[src/rtl/alu_ctrl_decode_stage_if.sv]
// ============================================================================
// alu_ctrl_decode_stage_if : handshake and decoded-control bundle for the
// decode stage. Revision 1.0
// ============================================================================
`default_nettype none

interface alu_ctrl_decode_stage_if;
   logic [31:0] In_instr;
   logic [31:0] In_pc;
   logic        In_valid;
   logic        In_ready;
   logic        Out_valid;
   logic        Out_ready;
   logic        Flush;
   logic [4:0]  Control;
   logic        Sel_A;
   logic        Sel_B;
   logic [31:0] Imm;
   logic [4:0]  Rd;
   logic [4:0]  Rs1;
   logic [4:0]  Rs2;
   logic [31:0] Pc_out;
   logic        RegWrite;
   logic        MemRead;
   logic        MemWrite;
   logic        Branch;
   logic        Jump;
   logic        Illegal;

   modport master (
      output In_instr, In_pc, In_valid, Out_ready, Flush,
      input  In_ready, Out_valid, Control, Sel_A, Sel_B, Imm, Rd, Rs1, Rs2,
             Pc_out, RegWrite, MemRead, MemWrite, Branch, Jump, Illegal
   );

   modport slave (
      input  In_instr, In_pc, In_valid, Out_ready, Flush,
      output In_ready, Out_valid, Control, Sel_A, Sel_B, Imm, Rd, Rs1, Rs2,
             Pc_out, RegWrite, MemRead, MemWrite, Branch, Jump, Illegal
   );
endinterface

`default_nettype wire

[src/rtl/alu_ctrl_decode_stage.sv]
// ============================================================================
// alu_ctrl_decode_stage : RV32I decode to ALU control, one registered slot
// with valid/ready handshake. Revision 1.0
// ============================================================================
`default_nettype none

module alu_ctrl_decode_stage (
   input  wire logic CLK,
   input  wire logic RST_N,
   alu_ctrl_decode_stage_if.slave bus
);

   localparam logic [6:0] c_opc_op     = 7'b0110011;
   localparam logic [6:0] c_opc_op_imm = 7'b0010011;
   localparam logic [6:0] c_opc_lui    = 7'b0110111;
   localparam logic [6:0] c_opc_auipc  = 7'b0010111;
   localparam logic [6:0] c_opc_load   = 7'b0000011;
   localparam logic [6:0] c_opc_store  = 7'b0100011;
   localparam logic [6:0] c_opc_branch = 7'b1100011;
   localparam logic [6:0] c_opc_jal    = 7'b1101111;
   localparam logic [6:0] c_opc_jalr   = 7'b1100111;

   localparam logic [4:0] c_alu_add  = 5'b00000;
   localparam logic [4:0] c_alu_sub  = 5'b00001;
   localparam logic [4:0] c_alu_sll  = 5'b00010;
   localparam logic [4:0] c_alu_slt  = 5'b00011;
   localparam logic [4:0] c_alu_sltu = 5'b00100;
   localparam logic [4:0] c_alu_xor  = 5'b00101;
   localparam logic [4:0] c_alu_srl  = 5'b00110;
   localparam logic [4:0] c_alu_sra  = 5'b00111;
   localparam logic [4:0] c_alu_or   = 5'b01000;
   localparam logic [4:0] c_alu_and  = 5'b01001;
   localparam logic [4:0] c_alu_passb = 5'b01010;
   localparam logic [4:0] c_alu_beq  = 5'b01011;
   localparam logic [4:0] c_alu_bne  = 5'b01100;
   localparam logic [4:0] c_alu_blt  = 5'b01101;
   localparam logic [4:0] c_alu_bge  = 5'b01110;
   localparam logic [4:0] c_alu_bltu = 5'b01111;
   localparam logic [4:0] c_alu_bgeu = 5'b10000;

   localparam logic [6:0] c_f7_base = 7'b0000000;
   localparam logic [6:0] c_f7_alt  = 7'b0100000;

   typedef struct packed {
      logic [4:0]  control;
      logic        sel_a;
      logic        sel_b;
      logic [31:0] imm;
      logic [4:0]  rd;
      logic [4:0]  rs1;
      logic [4:0]  rs2;
      logic [31:0] pc;
      logic        reg_write;
      logic        mem_read;
      logic        mem_write;
      logic        branch;
      logic        jump;
      logic        illegal;
   } dec_t;

   logic [31:0] instr;
   logic [6:0]  opcode;
   logic [2:0]  funct3;
   logic [6:0]  funct7;
   logic [31:0] imm_i;
   logic [31:0] imm_s;
   logic [31:0] imm_b;
   logic [31:0] imm_u;
   logic [31:0] imm_j;
   logic [31:0] imm_sh;
   logic [4:0]  alu_base;

   dec_t dec_comb;
   logic legal;
   logic accept;
   logic in_ready;

   dec_t dec_d, dec_q;
   logic valid_d, valid_q;

   assign instr  = bus.In_instr;
   assign opcode = instr[6:0];
   assign funct3 = instr[14:12];
   assign funct7 = instr[31:25];

   assign imm_i  = {{20{instr[31]}}, instr[31:20]};
   assign imm_s  = {{20{instr[31]}}, instr[31:25], instr[11:7]};
   assign imm_b  = {{19{instr[31]}}, instr[31], instr[7], instr[30:25], instr[11:8], 1'b0};
   assign imm_u  = {instr[31:12], 12'b0};
   assign imm_j  = {{11{instr[31]}}, instr[31], instr[19:12], instr[20], instr[30:21], 1'b0};
   assign imm_sh = {27'b0, instr[24:20]};

   // Shared funct3 map for OP and OP-IMM; funct7 qualifiers are applied per opcode.
   always_comb begin
      alu_base = c_alu_add;
      case (funct3)
         3'b000:  alu_base = c_alu_add;
         3'b001:  alu_base = c_alu_sll;
         3'b010:  alu_base = c_alu_slt;
         3'b011:  alu_base = c_alu_sltu;
         3'b100:  alu_base = c_alu_xor;
         3'b101:  alu_base = c_alu_srl;
         3'b110:  alu_base = c_alu_or;
         default: alu_base = c_alu_and;
      endcase
   end

   always_comb begin
      dec_comb     = '0;
      dec_comb.rd  = instr[11:7];
      dec_comb.rs1 = instr[19:15];
      dec_comb.rs2 = instr[24:20];
      dec_comb.pc  = bus.In_pc;
      legal        = 1'b1;

      case (opcode)
         c_opc_op: begin
            dec_comb.reg_write = 1'b1;
            if (funct7 == c_f7_base) begin
               dec_comb.control = alu_base;
            end else if (funct7 == c_f7_alt && funct3 == 3'b000) begin
               dec_comb.control = c_alu_sub;
            end else if (funct7 == c_f7_alt && funct3 == 3'b101) begin
               dec_comb.control = c_alu_sra;
            end else begin
               legal = 1'b0;
            end
         end
         c_opc_op_imm: begin
            dec_comb.reg_write = 1'b1;
            dec_comb.sel_b     = 1'b1;
            dec_comb.control   = alu_base;
            dec_comb.imm       = imm_i;
            if (funct3 == 3'b001 || funct3 == 3'b101) begin
               dec_comb.imm = imm_sh;
               if (funct3 == 3'b101 && funct7 == c_f7_alt) begin
                  dec_comb.control = c_alu_sra;
               end else if (funct7 != c_f7_base) begin
                  legal = 1'b0;
               end
            end
         end
         c_opc_lui: begin
            dec_comb.control   = c_alu_passb;
            dec_comb.sel_b     = 1'b1;
            dec_comb.imm       = imm_u;
            dec_comb.reg_write = 1'b1;
         end
         c_opc_auipc: begin
            dec_comb.sel_a     = 1'b1;
            dec_comb.sel_b     = 1'b1;
            dec_comb.imm       = imm_u;
            dec_comb.reg_write = 1'b1;
         end
         c_opc_load: begin
            dec_comb.sel_b     = 1'b1;
            dec_comb.imm       = imm_i;
            dec_comb.mem_read  = 1'b1;
            dec_comb.reg_write = 1'b1;
         end
         c_opc_store: begin
            dec_comb.sel_b     = 1'b1;
            dec_comb.imm       = imm_s;
            dec_comb.mem_write = 1'b1;
         end
         c_opc_branch: begin
            dec_comb.branch = 1'b1;
            dec_comb.imm    = imm_b;
            case (funct3)
               3'b000:  dec_comb.control = c_alu_beq;
               3'b001:  dec_comb.control = c_alu_bne;
               3'b100:  dec_comb.control = c_alu_blt;
               3'b101:  dec_comb.control = c_alu_bge;
               3'b110:  dec_comb.control = c_alu_bltu;
               3'b111:  dec_comb.control = c_alu_bgeu;
               default: legal = 1'b0;
            endcase
         end
         c_opc_jal: begin
            dec_comb.sel_a     = 1'b1;
            dec_comb.sel_b     = 1'b1;
            dec_comb.imm       = imm_j;
            dec_comb.jump      = 1'b1;
            dec_comb.reg_write = 1'b1;
         end
         c_opc_jalr: begin
            dec_comb.sel_b     = 1'b1;
            dec_comb.imm       = imm_i;
            dec_comb.jump      = 1'b1;
            dec_comb.reg_write = 1'b1;
         end
         default: legal = 1'b0;
      endcase

      // Illegal entries still travel downstream, but must not cause side effects.
      if (!legal) begin
         dec_comb.control   = c_alu_add;
         dec_comb.sel_a     = 1'b0;
         dec_comb.sel_b     = 1'b0;
         dec_comb.imm       = '0;
         dec_comb.reg_write = 1'b0;
         dec_comb.mem_read  = 1'b0;
         dec_comb.mem_write = 1'b0;
         dec_comb.branch    = 1'b0;
         dec_comb.jump      = 1'b0;
         dec_comb.illegal   = 1'b1;
      end

      if (dec_comb.rd == 5'd0) begin
         dec_comb.reg_write = 1'b0;
      end
   end

   assign in_ready = !valid_q || bus.Out_ready;
   assign accept   = bus.In_valid && in_ready;

   always_comb begin
      dec_d   = dec_q;
      valid_d = valid_q;
      if (bus.Flush) begin
         valid_d = 1'b0;
      end else if (accept) begin
         valid_d = 1'b1;
         dec_d   = dec_comb;
      end else if (bus.Out_ready) begin
         valid_d = 1'b0;
      end
   end

   always_ff @(posedge CLK or negedge RST_N) begin
      if (!RST_N) begin
         valid_q <= 1'b0;
         dec_q   <= '0;
      end else begin
         valid_q <= valid_d;
         dec_q   <= dec_d;
      end
   end

   assign bus.In_ready  = in_ready;
   assign bus.Out_valid = valid_q;
   assign bus.Control   = dec_q.control;
   assign bus.Sel_A     = dec_q.sel_a;
   assign bus.Sel_B     = dec_q.sel_b;
   assign bus.Imm       = dec_q.imm;
   assign bus.Rd        = dec_q.rd;
   assign bus.Rs1       = dec_q.rs1;
   assign bus.Rs2       = dec_q.rs2;
   assign bus.Pc_out    = dec_q.pc;
   assign bus.RegWrite  = dec_q.reg_write;
   assign bus.MemRead   = dec_q.mem_read;
   assign bus.MemWrite  = dec_q.mem_write;
   assign bus.Branch    = dec_q.branch;
   assign bus.Jump      = dec_q.jump;
   assign bus.Illegal   = dec_q.illegal;

endmodule

`default_nettype wire

[src/flat_wrapper.sv]
// flat-port wrapper written by rule: the top's interface ports become plain ports
module alu_ctrl_decode_stage_flat 
  (CLK, RST_N, bus_In_instr, bus_In_pc, bus_In_valid, bus_Out_ready, bus_Flush, bus_In_ready, bus_Out_valid, bus_Control, bus_Sel_A, bus_Sel_B, bus_Imm, bus_Rd, bus_Rs1, bus_Rs2, bus_Pc_out, bus_RegWrite, bus_MemRead, bus_MemWrite, bus_Branch, bus_Jump, bus_Illegal);
  alu_ctrl_decode_stage_if bus_i ();
  input  wire logic CLK;
  input  wire logic RST_N;
  input wire logic [$bits(bus_i.In_instr)-1:0] bus_In_instr;
  input wire logic [$bits(bus_i.In_pc)-1:0] bus_In_pc;
  input wire logic [$bits(bus_i.In_valid)-1:0] bus_In_valid;
  input wire logic [$bits(bus_i.Out_ready)-1:0] bus_Out_ready;
  input wire logic [$bits(bus_i.Flush)-1:0] bus_Flush;
  output wire logic [$bits(bus_i.In_ready)-1:0] bus_In_ready;
  output wire logic [$bits(bus_i.Out_valid)-1:0] bus_Out_valid;
  output wire logic [$bits(bus_i.Control)-1:0] bus_Control;
  output wire logic [$bits(bus_i.Sel_A)-1:0] bus_Sel_A;
  output wire logic [$bits(bus_i.Sel_B)-1:0] bus_Sel_B;
  output wire logic [$bits(bus_i.Imm)-1:0] bus_Imm;
  output wire logic [$bits(bus_i.Rd)-1:0] bus_Rd;
  output wire logic [$bits(bus_i.Rs1)-1:0] bus_Rs1;
  output wire logic [$bits(bus_i.Rs2)-1:0] bus_Rs2;
  output wire logic [$bits(bus_i.Pc_out)-1:0] bus_Pc_out;
  output wire logic [$bits(bus_i.RegWrite)-1:0] bus_RegWrite;
  output wire logic [$bits(bus_i.MemRead)-1:0] bus_MemRead;
  output wire logic [$bits(bus_i.MemWrite)-1:0] bus_MemWrite;
  output wire logic [$bits(bus_i.Branch)-1:0] bus_Branch;
  output wire logic [$bits(bus_i.Jump)-1:0] bus_Jump;
  output wire logic [$bits(bus_i.Illegal)-1:0] bus_Illegal;
  assign bus_i.In_instr = bus_In_instr;
  assign bus_i.In_pc = bus_In_pc;
  assign bus_i.In_valid = bus_In_valid;
  assign bus_i.Out_ready = bus_Out_ready;
  assign bus_i.Flush = bus_Flush;
  assign bus_In_ready = bus_i.In_ready;
  assign bus_Out_valid = bus_i.Out_valid;
  assign bus_Control = bus_i.Control;
  assign bus_Sel_A = bus_i.Sel_A;
  assign bus_Sel_B = bus_i.Sel_B;
  assign bus_Imm = bus_i.Imm;
  assign bus_Rd = bus_i.Rd;
  assign bus_Rs1 = bus_i.Rs1;
  assign bus_Rs2 = bus_i.Rs2;
  assign bus_Pc_out = bus_i.Pc_out;
  assign bus_RegWrite = bus_i.RegWrite;
  assign bus_MemRead = bus_i.MemRead;
  assign bus_MemWrite = bus_i.MemWrite;
  assign bus_Branch = bus_i.Branch;
  assign bus_Jump = bus_i.Jump;
  assign bus_Illegal = bus_i.Illegal;
  alu_ctrl_decode_stage u_core (.CLK(CLK), .RST_N(RST_N), .bus(bus_i));
endmodule
[config.mk]
export PLATFORM = sky130hd
export DESIGN_NAME = alu_ctrl_decode_stage_flat
export DESIGN_NICKNAME = d
export VERILOG_FILES = /design/src/rtl/alu_ctrl_decode_stage_if.sv /design/src/rtl/alu_ctrl_decode_stage.sv /design/src/flat_wrapper.sv
export SDC_FILE = /design/constraint.sdc
export NUM_CORES = 1
export LEC_CHECK = 0
export ABC_CLOCK_PERIOD_IN_PS = 5040
export CORE_ASPECT_RATIO = 0.5
export CORE_UTILIZATION = 34
export DETAILED_ROUTE_END_ITERATION = 10
export SKIP_CTS_REPAIR_TIMING = 1
export SYNTH_ARGS = -nofsm -noshare
export SYNTH_HDL_FRONTEND = slang
export SYNTH_SLANG_ARGS = --single-unit
[constraint.sdc]
create_clock -name CLK -period 5.04 [get_ports CLK]
set_input_delay 1.008 -clock CLK [delete_from_list [all_inputs] [get_ports CLK]]
set_output_delay 1.008 -clock CLK [all_outputs]
set_load 0.01 [all_outputs]
# == After elaboration in Yosys (flattened, before gate mapping) ==
# Cells that the tools add are included.
# totals
register_bits,93
out_inout_bits,94
elab_cells,84
# op_classes
n_eq_ne,17
n_mux,31
bitwise,1
n_reduce_logical,20
# op_table
op,n
$pmux 32 s6,1
$mux 39,1
$mux 32,1
$pmux 5 s6,1
$eq 7x6->1 const B,4
$pmux 4 s7,1
$eq 7x7->1 const B,3
$pmux 5 s4,1
$mux 1,18
$mux 5,3
$eq 7x5->1 const B,2
$reduce_or 7->1,2
$eq 3x3->1 const B,4
$reduce_or 6->1,2
$reduce_or 2->1,4
$eq 7x2->1 const B,1
$logic_not 7->1,1
$reduce_bool 7->1,1
$eq 3x2->1 const B,2
$mux 6,1
$logic_not 5->1,1
$mux 4,1
$pmux 1 s4,1
$eq 3x1->1 const B,1
other kinds (8),11

# == Longest topological paths before layout ==
# Gate-level depths: netlist (run 1).
# logic_depth
ltp_word,8
ltp_mapped,8

# == Worst setup path after synthesis (run 1) ==
# OpenSTA, ideal clock, no wires.
# synth_path
path_type,input to register
start,in bus_In_instr[25]
end,reg u_core.dec_q (netlist bit u_core.bus.Control[0])
setup_ns,0.067
arrival_ns,2.637
path_slack_ns,2.336
cell_stages,6
cell_sequence,or4_4 -> o41a_1 -> a21o_1 -> a2111oi_4 -> a311o_2 -> a32o_2
# synth_between
elab_chain_cells,7
word_cells_on_any_way,19
cone_classes,1 x eq/ne; 14 x mux; 4 x reduce/logical
# synth_lines
item,line_no,text
"start, declared",flat_wrapper.sv:7,input wire logic [$bits(bus_i.In_instr)-1:0] bus_In_instr;
$eq 7x6->1,"alu_ctrl_decode_stage.sv:121, alu_ctrl_decode_stage.sv:123, alu_ctrl_decode_stage.sv:136",
$logic_and 1x1->1,"alu_ctrl_decode_stage.sv:123, alu_ctrl_decode_stage.sv:136",
$mux 3 / $mux 1 (equally long branches),alu_ctrl_decode_stage.sv:123,end else if (funct7 == c_f7_alt && funct3 == 3'b101) begin
$mux 5 / $mux 1 (equally long branches),alu_ctrl_decode_stage.sv:121,end else if (funct7 == c_f7_alt && funct3 == 3'b000) begin
$mux 5 / $mux 1 (equally long branches),alu_ctrl_decode_stage.sv:119,if (funct7 == c_f7_base) begin
$pmux 5 s4 / $pmux 1 s4 (equally long branches),alu_ctrl_decode_stage.sv:116,case (opcode)
$mux 39 (*),alu_ctrl_decode_stage.sv:196,if (!legal) begin
"end signal, assigned",alu_ctrl_decode_stage.sv:233,dec_q <= '0;
"end signal, assigned",alu_ctrl_decode_stage.sv:236,dec_q <= dec_d;
"end, declared",alu_ctrl_decode_stage.sv:78,"dec_t dec_d, dec_q;"
# Mark *: on every way between the ends. The rest lies on a longest branch, timed or not.
# A chain may end at the register's enable or synchronous reset.

# == Final worst setup path (run 1) ==
# layout_path
start,in bus_In_instr[6]
end,reg u_core.dec_q (netlist bit u_core.bus.Imm[31])
# layout_between
elab_chain_cells,4
word_cells_on_any_way,15
cone_classes,9 x eq/ne; 3 x mux; 3 x reduce/logical
# layout_lines
item,line_no
$eq 7x6->1 (tied with other cells),alu_ctrl_decode_stage.sv:116
$reduce_or 6->1 (no line) / $reduce_or 2->1 (equally long branches),--
$pmux 1 s4 / $pmux 32 s6 (equally long branches),alu_ctrl_decode_stage.sv:116
$mux 39 (*),alu_ctrl_decode_stage.sv:196
# Marked as above.

==> metrics, run 1 <==
# setup viols final=0; Top FF cell, synth=dfrtp_1; crit end category=flip-flop; Max Slew Vio Count=0; Root Driver=clkbuf_16; worst clock skew=~8.0 ps; Max Cap Viol=0; post-synthesis cell type count=50; gr usage total=0.197; H-tree Lvls=3; DRT Wirelength=12500 microns; synthesis-to-layout area growth=49.0%; GPL Wtd Cong=0.851; number of global-route vias before repair=around 3.6k; Reg2Reg Setup Slack=between 2000 and 3000 ps; initial antenna violation count=0; #FFs+latches synth=93; LEAKAGE=2.70 nW; synthesized cell area=4200 sq um; top post-synthesis cells by area=dfrtp_1, nand2_1, o21ai_1; Critical path destination=u_core.bus.Imm[31]; antenna cells=0; slew margin rel.=0.332; critical setup path kind=input port to flip-flop; Via density=4.94; Final Hold Vio Count=0; I/O pins=163; Wirelength per Cell=15.7 microns; Mapped Cells=477; Routed Antenna Nets=0; sequential share of the synthesized area=0.555; fin crit share=0.697; fin nets=697; Yosys warning count=0; 1st-iter DRT viols=272; r2r endpoint=u_core.bus.Imm[31]; post-route setup TNS=0 ps; TritonRoute pass-1 iters=5; launch point of the worst path=bus_In_instr[6]; dpl ws=1250 ps; PortBufs=162; Final min period=3510 ps; core area=11900 sq um; status=completed; DP HPWL=8660 microns; DRC Markers=0; total number of vias=3938; Initial Util=0.352; number of enable flip-flop cells after synthesis=0; final worst setup slack=about 1500 ps; pwr dens=290 nW/um^2; Async SR Flop Fraction=1.00; layout cells sized above 1=0.0522; grt total ovfl=0; R2R cell count=6; total power=1.81 mW; die area=12800 sq um; fmax=0.285 GHz; crit-path max FO=17; CTS Sinks=93; largest net degree at the start of global routing=93; CP arrival=3760 ps; CTS Buffer Depth=2; Min-Delay Path Class=flip-flop to flip-flop; CTS tree=done; Worst VDD drop=0.160 mV; Cell Rows=28; Synth Net Count=546; Worst-Margin Slew=1000 ps; Worst-path clk slew=70 ps; die width=159 microns; Reg-to-Reg Start=u_core.bus.Out_valid; global-route wire length before repair=19900 microns; critical path required time=5290 ps; Die H=80.5 microns; unrepaired setup endpoints after global routing=false; CP startpoint kind=input port; Clk Latency, worst-skew pair=340 ps; leading area contributor after synthesis=dfrtp_1; Mean Syn Cell Area=between 8 and 9 sq um; Synth top area share=0.555; Num CTS Buffers=9
==> critical path, cell delays in order <==
cell and delay, ps:
clkdlybuf4s50_1 740, and3b_1 470, nand2_1 300, o32ai_1 200, a211o_1 150, nand2_1 390, buf_4 350, o21ai_1 150
==> Yosys cell counts (5+ instances only) <==
cell and instances:
nor2_1 15, o21ai_1 31, dfrtp_1 93, clkbuf_1 25
a21oi_1 26, a32o_1 10, nor3_1 6, buf_2 6
nor2b_1 7, a22oi_1 5, o21ai_0 5, nand2_1 191
==> placed cells by master (no fill, tap or decap), types with 2 or more instances in the layout <==
cell type,synthesis,routed
buf_4,0,10
a32oi_1,2,2
nand2b_1,2,2
nand2_1,191,191
clkinvlp_4,0,2
clkdlybuf4s50_1,0,161
and2_1,4,4
a21oi_1,26,26
clkbuf_16,0,9
o21a_1,3,3
a22oi_1,5,5
dfrtp_1,93,93
a32o_1,10,10
nor3_1,6,6
o31ai_1,4,4
o21ai_0,5,5
a31oi_1,2,2
nor2b_1,7,7
o221ai_1,2,2
nor2_1,15,15
nand4_1,2,2
nor4_1,3,2
nand3_1,3,3
inv_1,2,2
o32ai_1,2,2
o21ai_1,31,31
==> metal layers <==
layer / share of wire / up-vias / global-route usage
met2: 0.46 / 118 / 0.295
li1: - / 1916 / -
met4: 0.0057 / 0 / 0.0471
met3: 0.058 / 6 / 0.0439
met5: 0 / - / 0
met1: 0.48 / 1898 / 0.286
==> sequential cells by signal (all words and copies together), names as in the netlist, 5 cells and up <==
signal and count:
u_core.bus.Control 5, u_core.bus.Imm 32, u_core.bus.Pc_out 32, u_core.bus.Rd 5, u_core.bus.Rs1 5, u_core.bus.Rs2 5
==> stage by stage <==
| step | instance area (sq um) | hold WS (ps) | cells | utilization |
|---|---|---|---|---|
| after floorplan | 4200 | 514 | 477 | - |
| after global placement | 5980 | 457 | 782 | 0.502 |
| after detailed placement | 5980 | 462 | 782 | 0.502 |
| after CTS | 6250 | 478 | 797 | 0.525 |
| after global routing | 6250 | 496 | 797 | 0.525 |
| final | 6250 | 473 | 797 | 0.525 |
==> cell families after synthesis <==
family | Yosys count | share of synthesized area
DFF | 93 | 0.555
buffers and inverters | 34 | 0.0322
xor gates and xnor gates | 1 | 0.00209
and+or+nand+nor | 244 | 0.244
AOI/OAI and AO/OA | 105 | 0.167
==> report_power, final <==
group          internal (mW)  switching [mW]
Clock                  0.348           0.285
Combinational          0.181           0.165
Sequential             0.803          0.0289
Total                   1.33           0.479
==> how the worst min path moves through the flow <==
stage,start,end,slack (ps),cells after the start
floorplan,u_core.bus.Pc_out[0],u_core.bus.Pc_out[0],510,2
global placement,u_core.bus.Rs2[3],u_core.bus.Rs2[3],460,2
detailed placement,u_core.bus.Pc_out[25],u_core.bus.Pc_out[25],460,2
CTS,u_core.bus.Pc_out[25],u_core.bus.Pc_out[25],480,2
global route,u_core.bus.Rd[1],u_core.bus.Rd[1],500,2
finish,u_core.bus.Pc_out[2],u_core.bus.Pc_out[2],470,2
==> area by class of cell <==
class	count	area [sq um]
flip-flops and latches	93	2330
clock inverters	4	32.5
repair buffers	171	1690
clock buffers	11	243
multi-input cells	350	1740
inverters	3	11.3
well taps	165	206
fillers	1132	5660
Power figures use the tool's default switching activity.
==> inputs of run 2 (changes only) <==
Settings changed: ABC_CLOCK_PERIOD_IN_PS 5040 to 3200, PLACE_DENSITY from default to 0.67.
Clock period 5.04 ns to 3.2 ns, I/O delays scaled along.
==> metrics, run 2 (synthesized netlist as in run 1, its figures left out) <==
Die H=80.5 microns (unchanged); Routed Antenna Nets=0 (unchanged); DRT Wirelength=12600 microns (+0.46%); dpl cells=795 (+1.7%); TritonRoute pass-1 iters=5 (unchanged); gr usage total=0.200 (+0.00256); r2r endpoint=u_core.bus.Imm[4]; I/O pins=163 (unchanged); die width=159 microns (unchanged); Root Driver=clkbuf_16; GPL Wtd Cong=0.866 (+1.8%); Max Slew Vio Count=0 (unchanged); R2R cell count=5 (-1); Num CTS Buffers=9 (unchanged); LEAKAGE=2.79 nW (+3.3%); unrepaired setup endpoints after global routing=false; Final Instance Count excl. Fillers=810 (+1.6%); Initial Util=0.352 (unchanged); Top Family by Delay on Critical Path=compound AO/OA/AOI/OAI gates; Buf/Inv on CP=1 (-1); Reg-to-Reg Start=u_core.bus.Out_valid; Final min period=2560 ps; core area=11900 sq um (unchanged); global-route wire length before repair=20300 microns (+2.1%); number of global-route vias before repair=3825 (+5.0%); CP arrival=2830 ps (-930 ps); synthesis-to-layout area growth=52.5%; CTS Buffer Depth=2 (unchanged); worst path cell trace=clkdlybuf4s50_1 > or4_4 > o41a_1 > a21o_1 > a2111oi_4 > a311o_2 > a32o_2; Worst path max stage delay=570 ps (-170 ps); critical setup path kind=input port to flip-flop; critical path required time=3470 ps (-1820 ps); Worst-path clk slew=70 ps (about the same); largest net degree at the start of global routing=93 (unchanged); CTS tree=done; Clk Latency, worst-skew pair=330 ps (about the same); total number of vias=4041 (+2.6%); fill count=1069 (-5.6%); die area=12800 sq um (unchanged); PortBufs=162 (unchanged); DRC Markers=0 (unchanged); # setup viols final=0 (unchanged); Cell Rows=28 (unchanged); post-route setup TNS=0 ps (unchanged); Worst path slowest cell=or4_4; crit-path max FO=4 (-13); fin crit share=0.799; Worst-Margin Slew=1100 ps (+94.4 ps); fmax=0.391 GHz; status=completed; Max Cap Viol=0 (unchanged); antenna cells=0 (unchanged); most common cell after layout, fill and taps aside=nand2_1; crit end category=flip-flop; commonest non-fill, non-tap cells in the layout=nand2_1, clkdlybuf4s50_1, dfrtp_1, o21ai_1, a21oi_1; worst clock skew=4.95 ps (-3.04 ps); slew margin rel.=0.263 (-0.0690); CP startpoint kind=input port; Min-Delay Path Class=input port to async pin; Wirelength per Cell=15.5 microns (-1.2%); DP HPWL=9150 microns (+5.6%); fin nets=710 (+1.9%); layout cells sized above 1=0.0729 (+0.0207); Reg2Reg Setup Slack=1590 ps (-1140 ps); H-tree Lvls=3 (unchanged); pwr dens=461 nW/um^2 (+59%); CTS Sinks=93 (unchanged); Via density=4.99 (+0.97%); Worst VDD drop=0.301 mV (+88%); initial antenna violation count=0 (unchanged); Final Hold Vio Count=0 (unchanged); grt total ovfl=0 (unchanged); 1st-iter DRT viols=268 (-1.5%)
## run 2: worst max-delay path by stage
stage	startpoint	end	cells after the start
finish	bus_In_instr[25]	u_core.bus.Control[0]	7
global route	bus_In_instr[0]	u_core.bus.MemRead	8
CTS	bus_In_instr[26]	u_core.bus.Control[0]	7
detailed placement	bus_In_instr[26]	u_core.bus.Control[0]	7
global placement	bus_In_instr[25]	u_core.bus.Control[0]	7
floorplan	bus_In_instr[25]	u_core.bus.Control[0]	6
## run 2: worst register-to-register path: stages, from the launching register on
cell,delay [ps]
dfrtp_1,390
nor2b_1,170
nor3b_2,290
nand2_1,280
buf_12,240
o21ai_1,170
## run 2: layout make-up
| class | instances | area [sq um] | area share |
|---|---|---|---|
| Sequential cell | 93 | 2330 | 0.364 |
| Timing Repair Buffer | 184 | 1810 | 0.283 |
| Multi-Input combinational cell | 350 | 1740 | 0.273 |
| Clock buffer | 10 | 239 | 0.0374 |
| Tap cell | 165 | 206 | 0.0323 |
| Clock inverter | 5 | 58.8 | 0.00919 |
| Inverter | 3 | 11.3 | 0.00176 |
## run 2: power breakdown
group,leakage [nW],total [mW],internal (mW),switching (mW)
registers,1.22,1.31,1.26,0.0467
logic,1.43,0.563,0.296,0.266
clock network,0.141,1.08,0.624,0.452
total,2.79,2.95,2.19,0.765
## run 2: per-stage QoR
stage	hold WS [ps]	worst slack [ps]	instance area (sq um)	utilization	total power, mW
6_report	271	643	6400	0.537	2.95
5_1_grt	299	441	6400	0.537	3.09
4_1_cts	286	641	6400	0.537	2.99
3_5_place_dp	461	303	6100	0.512	1.90
3_3_place_gp	457	315	6100	0.512	1.89
2_1_floorplan	344	864	4200	-	1.53
## run 2: per-layer routing
| layer | GRT usage | up-vias | part of all wire |
|---|---|---|---|
| met5 | 0 | - | 0 |
| met4 | 0.0452 | 0 | 0.014 |
| met3 | 0.0568 | 17 | 0.064 |
| met2 | 0.323 | 126 | 0.47 |
| met1 | 0.266 | 1950 | 0.45 |
| li1 | - | 1948 | - |
==> inputs of run 3 (changes only) <==
Settings changed: ABC_CLOCK_PERIOD_IN_PS 3200 to 2600, PLACE_DENSITY 0.67 to default.
Clock period 3.2 ns to 2.6 ns, I/O delays scaled along.
==> metrics, run 3 (synthesized netlist as in run 1, its figures left out) <==
status=completed; DP HPWL=9400 microns (+2.7%); fin crit share=0.914; r2r endpoint=u_core.bus.Rs2[0]; critical path required time=2880 ps (-590 ps); slew margin rel.=0.626 (+0.363); Worst VDD drop=0.261 mV (-13%); initial antenna violation count=0 (unchanged); worst clock skew=4.46 ps (-0.489 ps); critical setup path kind=input port to flip-flop; TritonRoute pass-1 iters=4 (-1); 1st-iter DRT viols=261 (-2.6%); cell depth of the worst setup path=7 (unchanged); Die H=80.5 microns (unchanged); largest net degree at the start of global routing=93 (unchanged); core area=11900 sq um (unchanged); Buf/Inv on CP=1 (unchanged); crit end category=flip-flop; global-route wire length before repair=21000 microns (+3.9%); fmax=0.421 GHz; dpl cells=819 (+3.0%); CTS Buffer Depth=2 (unchanged); Max Cap Viol=0 (unchanged); Clk Latency, worst-skew pair=340 ps (about the same); Via density=4.87 (-2.3%); Worst path max stage delay=560 ps (about the same); H-tree Lvls=3 (unchanged); Routed Antenna Nets=0 (unchanged); PortBufs=162 (unchanged); total power=3.65 mW (+24%); Min-Delay Path Class=input port to async pin; Reg-to-Reg Start=u_core.bus.Out_valid; Top Family by Delay on Critical Path=compound AO/OA/AOI/OAI gates; commonest non-fill, non-tap cells in the layout=nand2_1, clkdlybuf4s50_1, dfrtp_1, buf_4, o21ai_1; Initial Util=0.352 (unchanged); CP arrival=2660 ps (-170 ps); crit-path max FO=2 (-2); GPL Wtd Cong=0.842 (-2.8%); post-route setup TNS=0 ps (unchanged); most common cell after layout, fill and taps aside=nand2_1; Critical path destination=u_core.bus.Control[0]; Root Driver=clkbuf_16; fin nets=734 (+3.4%); die width=159 microns (unchanged); DRC Markers=0 (unchanged); CTS Sinks=93 (unchanged); antenna cells=0 (unchanged); Worst path slowest cell=or4_4; worst path cell trace=clkdlybuf4s50_1 > or4_4 > o41a_1 > a21o_1 > a2111oi_4 > a311o_2 > a32o_2; number of global-route vias before repair=3811 (-0.37%); Final Hold Vio Count=0 (unchanged); LEAKAGE=2.90 nW (+3.8%); Reg2Reg Setup Slack=940 ps (-650 ps); unrepaired setup endpoints after global routing=false; layout cells sized above 1=0.105 (+0.0318); fill count=1104 (+3.3%); I/O pins=163 (unchanged); R2R cell count=5 (unchanged); total number of vias=4064 (+0.57%); synthesis-to-layout area growth=56.6%; Max Slew Vio Count=0 (unchanged); # setup viols final=0 (unchanged); Worst-Margin Slew=561 ps (-536 ps); Final Instance Count excl. Fillers=834 (+3.0%); Worst-path clk slew=70 ps (about the same); CTS tree=done; Cell Rows=28 (unchanged); Final min period=between 2000 and 2500 ps; Num CTS Buffers=9 (unchanged); pwr dens=556 nW/um^2 (+21%); CP startpoint kind=input port; grt total ovfl=0 (unchanged); DRT Wirelength=13200 microns (+4.8%); launch point of the worst path=bus_In_instr[25]; gr usage total=0.210 (+0.0107); die area=12800 sq um (unchanged); Wirelength per Cell=15.8 microns (+1.8%)
## run 3: report_power, final
group	switching, mW	total (mW)	internal (mW)
sequential	0.0551	1.61	1.56
combinational	0.332	0.716	0.384
clock	0.582	1.33	0.745
total	0.969	3.65	2.69
## run 3: how the worst min path moves through the flow
stage                                     start  cells after the start               endpoint  slack [ps]
after floorplan                           RST_N                      0      u_core.bus.Branch         220
after global placement    u_core.bus.Pc_out[16]                      2  u_core.bus.Pc_out[16]         460
after detailed placement   u_core.bus.Pc_out[8]                      2   u_core.bus.Pc_out[8]         460
after CTS                                 RST_N                      1  u_core.bus.Pc_out[18]         170
after global routing                      RST_N                      1  u_core.bus.Pc_out[16]         200
final                                     RST_N                      1  u_core.bus.Pc_out[19]         150
## run 3: final cells by class
type | count | area, sq um | share of cell area
timing repair buffer | 208 | 1990 | 0.303
sequential | 93 | 2330 | 0.354
clock buffer | 10 | 229 | 0.0349
clock inverter | 5 | 61.3 | 0.00933
tap | 165 | 206 | 0.0314
multi-input combinational | 350 | 1740 | 0.266
inverter | 3 | 11.3 | 0.00171
## run 3: through the flow
| step | setup WS, ps | utilization | hold WS, ps | instance area (sq um) |
|---|---|---|---|---|
| final | 225 | 0.551 | 150 | 6570 |
| after global routing | 107 | 0.551 | 198 | 6570 |
| after CTS | 235 | 0.551 | 173 | 6570 |
| after detailed placement | -118 | 0.527 | 461 | 6280 |
| after global placement | -106 | 0.527 | 457 | 6280 |
| after floorplan | 384 | - | 224 | 4200 |
## run 3: metal layers
metal	track usage	part of all wire
met4	0.0394	0.0055
met3	0.0511	0.046
met1	0.299	0.50
met2	0.325	0.45
met5	0	0
## run 3: worst reg2reg max path: cells and delay by family (launching register included)
| kind | cells | cell delay, ps |
|---|---|---|
| AND/OR/NAND/NOR | 4 | 720 |
| buffers and inverters | 1 | 510 |
| flip-flops | 1 | 370 |
